`config.mk`:
```
export PLATFORM = sky130hd
export DESIGN_NAME = cart_mbc1_flat
export DESIGN_NICKNAME = d
export VERILOG_FILES = /design/src/rtl/gb_cart_pkg.sv /design/src/rtl/cart_mbc1_if.sv /design/src/rtl/mbc1_bank_regs.sv /design/src/rtl/cart_mbc1.sv /design/src/flat_wrapper.sv
export SDC_FILE = /design/constraint.sdc
export NUM_CORES = 1
export LEC_CHECK = 0
export BUFFER_PORTS_ARGS = -buffer_cell sky130_fd_sc_hd__buf_4
export CORE_MARGIN = 5
export CORE_UTILIZATION = 50
export DETAILED_ROUTE_END_ITERATION = 16
export GPL_ROUTABILITY_DRIVEN = 0
export PLACE_DENSITY_LB_ADDON = 0.3
export SKIP_CTS_REPAIR_TIMING = 1
export SYNTH_ARGS = -nofsm -noshare
export SYNTH_HDL_FRONTEND = slang
export SYNTH_SLANG_ARGS = --single-unit
export TNS_END_PERCENT = 5
```
`constraint.sdc`:
```
create_clock -name clk -period 2.65 [get_ports clk]
set_input_delay 0.265 -clock clk [delete_from_list [all_inputs] [get_ports clk]]
set_output_delay 0.265 -clock clk [all_outputs]
set_load 0.1 [all_outputs]
```
`src/rtl/gb_cart_pkg.sv`:
```
// gb_cart_pkg: shared constants and types
// for the MBC1 cartridge responder.
package gb_cart_pkg;

  localparam logic [15:0] ROM0_HI = 16'h3FFF;
  localparam logic [15:0] ROMX_HI = 16'h7FFF;
  localparam logic [15:0] CRAM_LO = 16'hA000;
  localparam logic [15:0] CRAM_HI = 16'hBFFF;

  localparam logic [3:0] RAMG_KEY = 4'hA;

  localparam logic [4:0] BANK1_RST = 5'd1;
  localparam logic [1:0] BANK2_RST = 2'd0;

  typedef enum logic [1:0] {
    IDLE,
    REQ,
    PEND
  } state_t;

endpackage

```
`src/rtl/cart_mbc1_if.sv`:
```
// cart_mbc1_if: request/ack bus between the
// mapper and the ROM/RAM backing store.
interface cart_mbc1_if #(
  parameter int ROM_AW = 20
);
  logic              mem_req;
  logic              mem_we;
  logic              mem_ram;
  logic [ROM_AW-1:0] mem_addr;
  logic [7:0]        mem_wdata;
  logic [7:0]        mem_rdata;
  logic              mem_ack;

  modport master (
    output mem_req, mem_we, mem_ram,
    output mem_addr, mem_wdata,
    input  mem_rdata, mem_ack
  );

  modport slave (
    input  mem_req, mem_we, mem_ram,
    input  mem_addr, mem_wdata,
    output mem_rdata, mem_ack
  );
endinterface

```
`src/rtl/mbc1_bank_regs.sv`:
```
// mbc1_bank_regs: MBC1 control registers and
// CPU-to-backing-store address translation.
module mbc1_bank_regs
  import gb_cart_pkg::*;
#(
  parameter int ROM_AW = 20,
  parameter int RAM_AW = 15
) (
  input  logic              clk,
  input  logic              reset,
  input  logic              we,
  input  logic [14:0]       addr,
  input  logic [4:0]        di,
  input  logic [ROM_AW-15:0] rom_mask,
  input  logic [RAM_AW-14:0] ram_mask,
  output logic              ram_en,
  output logic [ROM_AW-1:0] rom_addr,
  output logic [RAM_AW-1:0] ram_addr
);

  logic [4:0] bank1;
  logic [1:0] bank2;
  logic       mode;
  logic [6:0] bank;
  logic [1:0] rbank;

  // register file, written by CPU stores to 0x0000-0x7FFF
  always_ff @(posedge clk) begin
    if (reset) begin
      ram_en <= 1'b0;
      bank1  <= BANK1_RST;
      bank2  <= BANK2_RST;
      mode   <= 1'b0;
    end else if (we) begin
      unique case (addr[14:13])
        2'd0: ram_en <= (di[3:0] == RAMG_KEY);
        2'd1: bank1  <= (di == 5'd0) ? 5'd1 : di;
        2'd2: bank2  <= di[1:0];
        default: mode <= di[0];
      endcase
    end
  end

  // bank selection and flat address formation
  always_comb begin
    if ({1'b0, addr} <= ROM0_HI)
      bank = mode ? {bank2, 5'd0} : 7'd0;
    else
      bank = {bank2, bank1};
    rbank = mode ? bank2 : 2'd0;
    rom_addr = ROM_AW'({bank & 7'(rom_mask), addr[13:0]});
    ram_addr = RAM_AW'({rbank & 2'(ram_mask), addr[12:0]});
  end

endmodule

```
`src/rtl/cart_mbc1.sv`:
```
// cart_mbc1: MBC1 cartridge responder with
// trigger detection and a one-deep request slot.
module cart_mbc1
  import gb_cart_pkg::*;
#(
  parameter int ROM_AW = 20,
  parameter int RAM_AW = 15
) (
  input  logic               clk,
  input  logic               reset,
  input  logic [ROM_AW-15:0] rom_mask,
  input  logic [RAM_AW-14:0] ram_mask,
  input  logic [15:0]        cart_addr,
  input  logic               cart_rd,
  input  logic               cart_wr,
  input  logic [7:0]         cart_di,
  output logic [7:0]         cart_do,
  cart_mbc1_if.master        mem,
  output logic               sav_dirty
);

  typedef struct packed {
    logic              we;
    logic              ram;
    logic [ROM_AW-1:0] addr;
    logic [7:0]        wdata;
  } req_t;

  logic        prev_rd;
  logic        prev_wr;
  logic [15:0] prev_addr;

  logic rd_trig;
  logic wr_trig;
  logic in_rom;
  logic in_cram;
  logic reg_we;
  logic mem_trig;
  logic ff_rd;
  logic ram_en;

  logic [ROM_AW-1:0] rom_addr;
  logic [RAM_AW-1:0] ram_addr;

  req_t   nreq;
  req_t   cur;
  req_t   pend;
  logic   pend_vld;
  state_t state;

  mbc1_bank_regs #(
    .ROM_AW(ROM_AW),
    .RAM_AW(RAM_AW)
  ) u_regs (
    .clk      (clk),
    .reset    (reset),
    .we       (reg_we),
    .addr     (cart_addr[14:0]),
    .di       (cart_di[4:0]),
    .rom_mask (rom_mask),
    .ram_mask (ram_mask),
    .ram_en   (ram_en),
    .rom_addr (rom_addr),
    .ram_addr (ram_addr)
  );

  // previous-cycle strobes for edge/change detection
  always_ff @(posedge clk) begin
    if (reset) begin
      prev_rd   <= 1'b0;
      prev_wr   <= 1'b0;
      prev_addr <= 16'h0000;
    end else begin
      prev_rd   <= cart_rd;
      prev_wr   <= cart_wr;
      prev_addr <= cart_addr;
    end
  end

  // trigger decode and snapshot of the next request
  always_comb begin
    in_rom   = (cart_addr <= ROMX_HI);
    in_cram  = (cart_addr >= CRAM_LO) &&
               (cart_addr <= CRAM_HI);
    wr_trig  = cart_wr && !prev_wr;
    rd_trig  = cart_rd && !wr_trig &&
               (!prev_rd || (cart_addr != prev_addr));
    reg_we   = wr_trig && in_rom;
    mem_trig = (rd_trig && in_rom) ||
               (in_cram && ram_en && (rd_trig || wr_trig));
    ff_rd    = rd_trig && in_cram && !ram_en;
    nreq.we    = wr_trig;
    nreq.ram   = in_cram;
    nreq.addr  = in_cram ? ROM_AW'(ram_addr) : rom_addr;
    nreq.wdata = cart_di;
  end

  assign mem.mem_we    = cur.we;
  assign mem.mem_ram   = cur.ram;
  assign mem.mem_addr  = cur.addr;
  assign mem.mem_wdata = cur.wdata;

  // request FSM, pending slot and read-data register
  always_ff @(posedge clk) begin
    if (reset) begin
      state       <= IDLE;
      mem.mem_req <= 1'b0;
      cur         <= '0;
      pend        <= '0;
      pend_vld    <= 1'b0;
      cart_do     <= 8'hFF;
      sav_dirty   <= 1'b0;
    end else begin
      unique case (state)
        IDLE: begin
          if (mem_trig) begin
            cur         <= nreq;
            mem.mem_req <= 1'b1;
            state       <= REQ;
          end
        end
        REQ: begin
          if (mem.mem_ack) begin
            mem.mem_req <= 1'b0;
            if (!cur.we)
              cart_do <= mem.mem_rdata;
            if (cur.we && cur.ram)
              sav_dirty <= 1'b1;
            state <= (pend_vld || mem_trig) ? PEND : IDLE;
          end
          if (mem_trig) begin
            pend     <= nreq;
            pend_vld <= 1'b1;
          end
        end
        PEND: begin
          cur         <= pend;
          mem.mem_req <= 1'b1;
          state       <= REQ;
          pend_vld    <= mem_trig;
          if (mem_trig)
            pend <= nreq;
        end
        default: state <= IDLE;
      endcase
      if (ff_rd)
        cart_do <= 8'hFF;
    end
  end

endmodule
```
`src/flat_wrapper.sv`:
```
// flat-port wrapper written by rule: the top's interface ports become plain ports
module cart_mbc1_flat import gb_cart_pkg::*;
#(
  parameter int ROM_AW = 20,
  parameter int RAM_AW = 15
)
  (clk, reset, rom_mask, ram_mask, cart_addr, cart_rd, cart_wr, cart_di, cart_do, sav_dirty, mem_mem_req, mem_mem_we, mem_mem_ram, mem_mem_addr, mem_mem_wdata, mem_mem_rdata, mem_mem_ack);
  cart_mbc1_if #(.ROM_AW(ROM_AW)) mem_i ();
  input  logic clk;
  input  logic reset;
  input  logic [ROM_AW-15:0] rom_mask;
  input  logic [RAM_AW-14:0] ram_mask;
  input  logic [15:0] cart_addr;
  input  logic cart_rd;
  input  logic cart_wr;
  input  logic [7:0] cart_di;
  output logic [7:0] cart_do;
  output logic sav_dirty;
  output wire logic [$bits(mem_i.mem_req)-1:0] mem_mem_req;
  output wire logic [$bits(mem_i.mem_we)-1:0] mem_mem_we;
  output wire logic [$bits(mem_i.mem_ram)-1:0] mem_mem_ram;
  output wire logic [$bits(mem_i.mem_addr)-1:0] mem_mem_addr;
  output wire logic [$bits(mem_i.mem_wdata)-1:0] mem_mem_wdata;
  input wire logic [$bits(mem_i.mem_rdata)-1:0] mem_mem_rdata;
  input wire logic [$bits(mem_i.mem_ack)-1:0] mem_mem_ack;
  assign mem_mem_req = mem_i.mem_req;
  assign mem_mem_we = mem_i.mem_we;
  assign mem_mem_ram = mem_i.mem_ram;
  assign mem_mem_addr = mem_i.mem_addr;
  assign mem_mem_wdata = mem_i.mem_wdata;
  assign mem_i.mem_rdata = mem_mem_rdata;
  assign mem_i.mem_ack = mem_mem_ack;
  cart_mbc1 #(.ROM_AW(ROM_AW), .RAM_AW(RAM_AW)) u_core (.clk(clk), .reset(reset), .rom_mask(rom_mask), .ram_mask(ram_mask), .cart_addr(cart_addr), .cart_rd(cart_rd), .cart_wr(cart_wr), .cart_di(cart_di), .cart_do(cart_do), .mem(mem_i), .sav_dirty(sav_dirty));
endmodule
```
==> flow_metrics.env, run 1 <==
export IMPL_setup_viol=0
export IMPL_finalClockSkew_ns=0.00783
export IMPL_clkLatencyLatePin_ns=0.35
export IMPL_core_area_um2=8640
export IMPL_ant_nets=0
export IMPL_grt_pass1_wl_mm=16.0
export IMPL_synthArstFlopShare=0
export IMPL_crit_cells=7
export IMPL_yosys_warnings=0
export IMPL_slew_viol_final=0
export IMPL_met2_usage=0.273
export IMPL_run_status="finished, final reports clean"
export IMPL_timing_critical_path_slowest_cell_delay_ns=0.43
export IMPL_hold_viol_final=0
export IMPL_dieArea_um2=10800
export IMPL_syn_nets=502
export IMPL_path_cells="inv_1, ha_2, nor2_1, a211oi_4, buf_4, mux2i_1, nor2_1"
export IMPL_leakagePower_nw=2.01
export IMPL_diodes=0
export IMPL_cts_buffers=9
export IMPL_maxCapViolations=0
export IMPL_worstPathRequired_ns=2.87
export IMPL_grt_busiest_layer="met2"
export IMPL_ys_seq_area_frac=0.454
export IMPL_drive_gt1_frac=0.266
export IMPL_synth_edf_count=0
export IMPL_pin_count=85
export IMPL_r2r_cells=7
export IMPL_dr_total_vias=3407
export IMPL_timing_final_crit_share=0.765
export IMPL_dp_hpwl_mm=6.57
export IMPL_grt_antenna_before_repair=0
export IMPL_instances_no_fill=638
export IMPL_fin_area_um2=5240
export IMPL_p_int_mw=2.86
export IMPL_synthesis_area_um2=4410
export IMPL_gr_usage_all_layers=0.174
export IMPL_start_kind="register"
export IMPL_hold_ws_ns=0.118
export IMPL_via_per_inst=5.34
export IMPL_ys_ff_latch=100
export IMPL_avgSynthCellArea_um2=9.73
export IMPL_grt_pass1_vias=3384
export IMPL_synth_flop_cell="dfxtp_1"
export IMPL_rsz0062_at_grt="no"
export IMPL_htree_levels=3
export IMPL_yosysTopAreaCellShare=0.454
export IMPL_drc=0
export IMPL_vdd_drop_max_uv=518
export IMPL_met3_usage=0.0416
export IMPL_end_kind="register"
export IMPL_first_pass_iters=4
export IMPL_clk_pin_slew_ns=0.10
export IMPL_timing_hold_worst_class="input port to register"
export IMPL_synth_common_cells="dfxtp_1 (100), nor2_1 (81), mux2i_1 (53)"
export IMPL_synth_area_leader_cell="dfxtp_1"
export IMPL_clockRootBuffer="clkbuf_8"
export IMPL_fmax_mhz=493
export IMPL_critPathBufInv=2
export IMPL_start_util=0.510
export IMPL_grt_max_degree=69
export IMPL_met1_usage=0.231
export IMPL_die_x_um=104
export IMPL_crit_type="register to register"
export IMPL_syn_inst=453
export IMPL_clock_sinks=100
export IMPL_holdPathStages=3
export IMPL_overflow=0
export IMPL_dr_first_iter_drc_count=124
export IMPL_finalSetupTns_ns=0
export IMPL_finalCriticalPeriod_ns=2.03
export IMPL_crit_path_max_fanout=31
export IMPL_pwr_share_comb=0.480
export IMPL_p_switching_mw=2.69
export IMPL_place_area_um2=5030
export IMPL_p_seq_frac=0.339
export IMPL_fp_row_count=34
export IMPL_slew_headroom=0.476
export IMPL_crit_family="buffers and inverters"
export IMPL_synth_top_cells_by_area="dfxtp_1 (45%), mux2i_1 (12%), nor2_1 (6.9%)"
export IMPL_tightestPinTransition_ns=0.786
export IMPL_synth_most_common_cell="dfxtp_1"
export IMPL_pwr_share_clk=0.181
export IMPL_layout_nets=574
export IMPL_cpMaxStageDelayCell="ha_2"
export IMPL_wl_per_cell_um=14.6
export IMPL_wl_mm=9.33
export IMPL_p_sw_frac=0.484
export IMPL_crit_arrival_ns=2.24
export IMPL_placed_cells=622
export IMPL_clock_path_buffers=2
export IMPL_synth_cell_types=46
export IMPL_cpMostUsedCell="nor2_1"
export IMPL_syn2layout_area_growth_pct=18.9
export IMPL_port_buffers=84
export IMPL_die_y_um=104
export IMPL_power_density_nw_per_um2=1060
export IMPL_cts_tree="yes"
==> path summary, 6_finish.rpt <==
path	from	endpoint	slack (ns)
worst min register to register	u_core.cart_do[0]	u_core.cart_do[0]	0.47
worst min-delay path	mem_mem_rdata[2]	u_core.cart_do[2]	0.12
worst max register to register	u_core.state[0]	u_core.mem.mem_addr[14]	0.62
worst max-delay path	u_core.state[0]	u_core.mem.mem_addr[14]	0.62
==> tightest hold or removal path, stage by stage <==
cell,delay (ns)
buf_4,0.08
nand2_1,0.04
nand3_1,0.07
==> power groups by stage <==
stage,Sequential [mW],Combinational (mW),Clock [mW]
after floorplan,3.26,0.857,0
after global placement,1.91,2.65,0
after CTS,1.88,2.68,1.04
after detailed placement,1.91,2.68,0
final,1.88,2.66,1.00
after global routing,1.91,2.81,1.09
==> metrics by stage <==
stage | util | worst slack [ns] | total power, mW
2_1_floorplan | - | 0.977 | 4.12
5_1_grt | 0.607 | 0.473 | 5.81
3_3_place_gp | 0.583 | 0.668 | 4.55
3_5_place_dp | 0.583 | 0.629 | 4.59
4_1_cts | 0.607 | 0.622 | 5.61
6_report | 0.607 | 0.622 | 5.54
==> flip-flops by register name, summed over array words and instances, names as in the netlist, 2 cells and up <==
name and cells:
u_core.prev_addr 16, u_core.mem.mem_wdata 8, u_core.mem.mem_addr 20, u_core.state 2
u_core.u_regs.bank2 2, u_core.u_regs.bank1 5, u_core.cart_do 8, u_core.pend 30
==> cell families after synthesis <==
group,count (synthesis),share of synthesized area
fa+ha+maj,4,0.0114
flops,100,0.454
compound gates,68,0.137
xor+xnor,16,0.0335
simple gates,178,0.197
buf+inv,34,0.0468
mux,53,0.120
==> layer usage <==
metal	up-vias	wire length, µm	part of all wire
met2	84	4270	0.46
met5	-	0	0
met1	1592	4390	0.47
met3	19	509	0.055
li1	1712	-	-
met4	0	161	0.017
==> cell type report <==
class / instances / area [µm²]
fillers: 748 / 3400
multi-input cells: 319 / 2200
flip-flops and latches: 100 / 2000
repair buffers: 90 / 676
clock buffers: 10 / 138
well taps: 108 / 135
clock inverters: 6 / 70.1
inverters: 5 / 18.8
==> layout by cell type, fill, tap and decap left out, types with 2 or more instances in the layout <==
cell        instances
dfxtp_1           100
buf_4              90
nor2_1             81
mux2i_1            53
nand2_1            28
a211oi_2           22
nor2b_1            19
nand3_1            19
a21oi_1            16
xnor2_1            15
a211oi_1           10
clkbuf_8           10
nand2b_1            9
nand4_1             7
inv_1               5
o21ai_0             4
nand3b_1            3
ha_1                3
clkinvlp_4          3
o21ai_2             2
nor4_1              2
o211ai_1            2
nor3_1              2
o22ai_1             2
inv_6               2
Power figures use the tool's default switching activity.
==> run 2: changes to the inputs <==
==> constraint.sdc (replaced) <==
create_clock -name clk -period 1.8 [get_ports clk]
set_input_delay 0.18 -clock clk [delete_from_list [all_inputs] [get_ports clk]]
set_output_delay 0.18 -clock clk [all_outputs]
set_load 0.1 [all_outputs]
==> run 2 against run 1 <==
Sequential power rose by 48%. Via count rose by 5.3%. Utilization is 4.4 points higher. Critical path depth grew 2. Clock skew rose by 0.0090 ns. Register-to-register slack got worse by 0.67 ns. Combinational power is 71% higher. Global-route usage increased by 0.48 points. Flip-flop and latch count did not move. Highest routed layer unchanged. First-iteration DRC count is 4.0% higher. Largest power group unchanged. Wire length rose by 15%. The flow now finishes with violations (setup timing). Final area up 7.3%.
==> flow_metrics.env, run 2 (same netlist as run 1, synthesis figures left out) <==
export IMPL_run_status="finished with violations"
export IMPL_violations="setup timing"
export IMPL_place_area_um2=5170
export IMPL_gr_usage_all_layers=0.178
export IMPL_placed_cells=634
export IMPL_start_kind="register"
export IMPL_port_buffers=84
export IMPL_power_density_nw_per_um2=1530
export IMPL_maxCapViolations=0
export IMPL_htree_levels=3
export IMPL_clkLatencyLatePin_ns=0.37
export IMPL_pin_count=85
export IMPL_crit_start="u_core.prev_addr[13]"
export IMPL_vdd_drop_max_uv=742
export IMPL_crit_path_max_fanout=10
export IMPL_r2r_cells=9
export IMPL_first_pass_iters=5
export IMPL_grt_max_degree=66
export IMPL_crit_arrival_ns=2.14
export IMPL_worstPathRequired_ns=2.09
export IMPL_timing_hold_worst_class="input port to register"
export IMPL_clock_path_buffers=2
export IMPL_multi_input_area_um2=2270
export IMPL_setup_viol=12
export IMPL_largest_register="u_core.pend"
export IMPL_wl_met1_mm=4.73
export IMPL_cts_buffers=9
export IMPL_dr_total_vias=3586
export IMPL_setup_ws_ns=-0.0523
export IMPL_largest_register_ffs=30
export IMPL_fp_row_count=34
export IMPL_core_area_um2=8640
export IMPL_finalClockSkew_ns=0.0168
export IMPL_hold_viol_final=0
export IMPL_drc=0
export IMPL_dieArea_um2=10800
export IMPL_ant_nets=0
export IMPL_clockRootBuffer="clkbuf_8"
export IMPL_grt_pass1_wl_mm=16.2
export IMPL_holdPathStages=3
export IMPL_wl_met2_mm=5.03
export IMPL_diodes=0
export IMPL_seq_area_um2=2010
export IMPL_clk_pin_slew_ns=0.10
export IMPL_fillers=711
export IMPL_die_x_um=104
export IMPL_dp_hpwl_mm=6.94
export IMPL_grt_antenna_before_repair=0
export IMPL_slew_viol_final=0
export IMPL_reg2reg_to="u_core.mem.mem_addr[2]"
export IMPL_instances_no_fill=661
export IMPL_fmax_mhz=540
export IMPL_crit_type="register to register"
export IMPL_cts_tree="yes"
export IMPL_place_ws_ns=-0.0676
export IMPL_start_util=0.510
export IMPL_syn2layout_area_growth_pct=27.6
export IMPL_leakagePower_nw=2.19
export IMPL_rrSetupSlack_ns=-0.05
export IMPL_finalSetupTns_ns=-0.281
export IMPL_clock_sinks=100
export IMPL_via_per_inst=5.43
export IMPL_wl_mm=10.7
export IMPL_drive_gt1_frac=0.324
export IMPL_layout_nets=597
export IMPL_overflow=0
export IMPL_grt_pass1_vias=3401
export IMPL_timing_rr_start="u_core.prev_addr[13]"
export IMPL_end_kind="register"
export IMPL_timing_final_crit_share=1.03
export IMPL_dr_first_iter_drc_count=129
export IMPL_crit_end="u_core.mem.mem_addr[2]"
export IMPL_layout_commonest_cell="buf_4"
export IMPL_finalCriticalPeriod_ns=1.85
export IMPL_wl_met3_um=712
export IMPL_slew_headroom=0.697
export IMPL_mostFrequentLayoutCells="buf_4 (99), dfxtp_1 (95), nor2_1 (79)"
export IMPL_die_y_um=104
export IMPL_top_layer_used="met4"
export IMPL_wl_per_cell_um=16.2
export IMPL_fin_area_um2=5620
export IMPL_rsz0062_at_grt="yes"
export IMPL_tightestPinTransition_ns=0.453
run 2: cell count changes in the layout (fill, tap and decap cells not counted), sizes merged:
cell / change
bufinv: -1
clkbuf: +4
buf: +19
inv: -2
clkinv: +3
run 2: worst min path at each step:
stage                              endpoint        startpoint  slack (ns)
after floorplan           u_core.cart_do[0]  mem_mem_rdata[0]        0.30
after global placement    u_core.cart_do[4]  mem_mem_rdata[4]        0.39
after detailed placement  u_core.cart_do[6]  mem_mem_rdata[6]        0.40
after CTS                 u_core.cart_do[6]  mem_mem_rdata[6]       0.007
after global routing      u_core.cart_do[6]  mem_mem_rdata[6]        0.01
final                     u_core.cart_do[6]  mem_mem_rdata[6]        0.02
run 2: cell type report:
type,count,area share
tap,108,0.0240
timing repair buffer,113,0.179
clock inverter,6,0.00934
inverter,5,0.00334
multi-input combinational,319,0.404
sequential,100,0.357
clock buffer,10,0.0227
run 2: metrics by stage:
stage | hold slack (ns) | utilization | total power [mW]
floorplan | 0.302 | - | 6.07
finish | 0.0238 | 0.651 | 8.63
global route | 0.0146 | 0.651 | 9.00
CTS | 0.00701 | 0.620 | 8.16
global placement | 0.394 | 0.599 | 6.77
detailed placement | 0.397 | 0.599 | 6.86
run 2: metal layers:
metal	vias up	track usage
li1	1753	-
met1	1686	0.231
met2	129	0.289
met3	18	0.0416
met4	0	0.0675
met5	-	0
run 2: critical path, cell delays in order, from the launching register on:
cell	delay (ns)
dfxtp_2	0.34
xnor2_2	0.13
nand4_1	0.15
nor3_4	0.06
buf_6	0.13
a211oi_4	0.37
buf_4	0.20
clkbuf_16	0.16
nor2_1	0.05
a211oi_2	0.18
run 2: power breakdown:
group	switching (mW)	total, mW	internal, mW
clock network	0.803	1.32	0.514
registers	0.203	2.78	2.57
logic	3.19	4.54	1.35
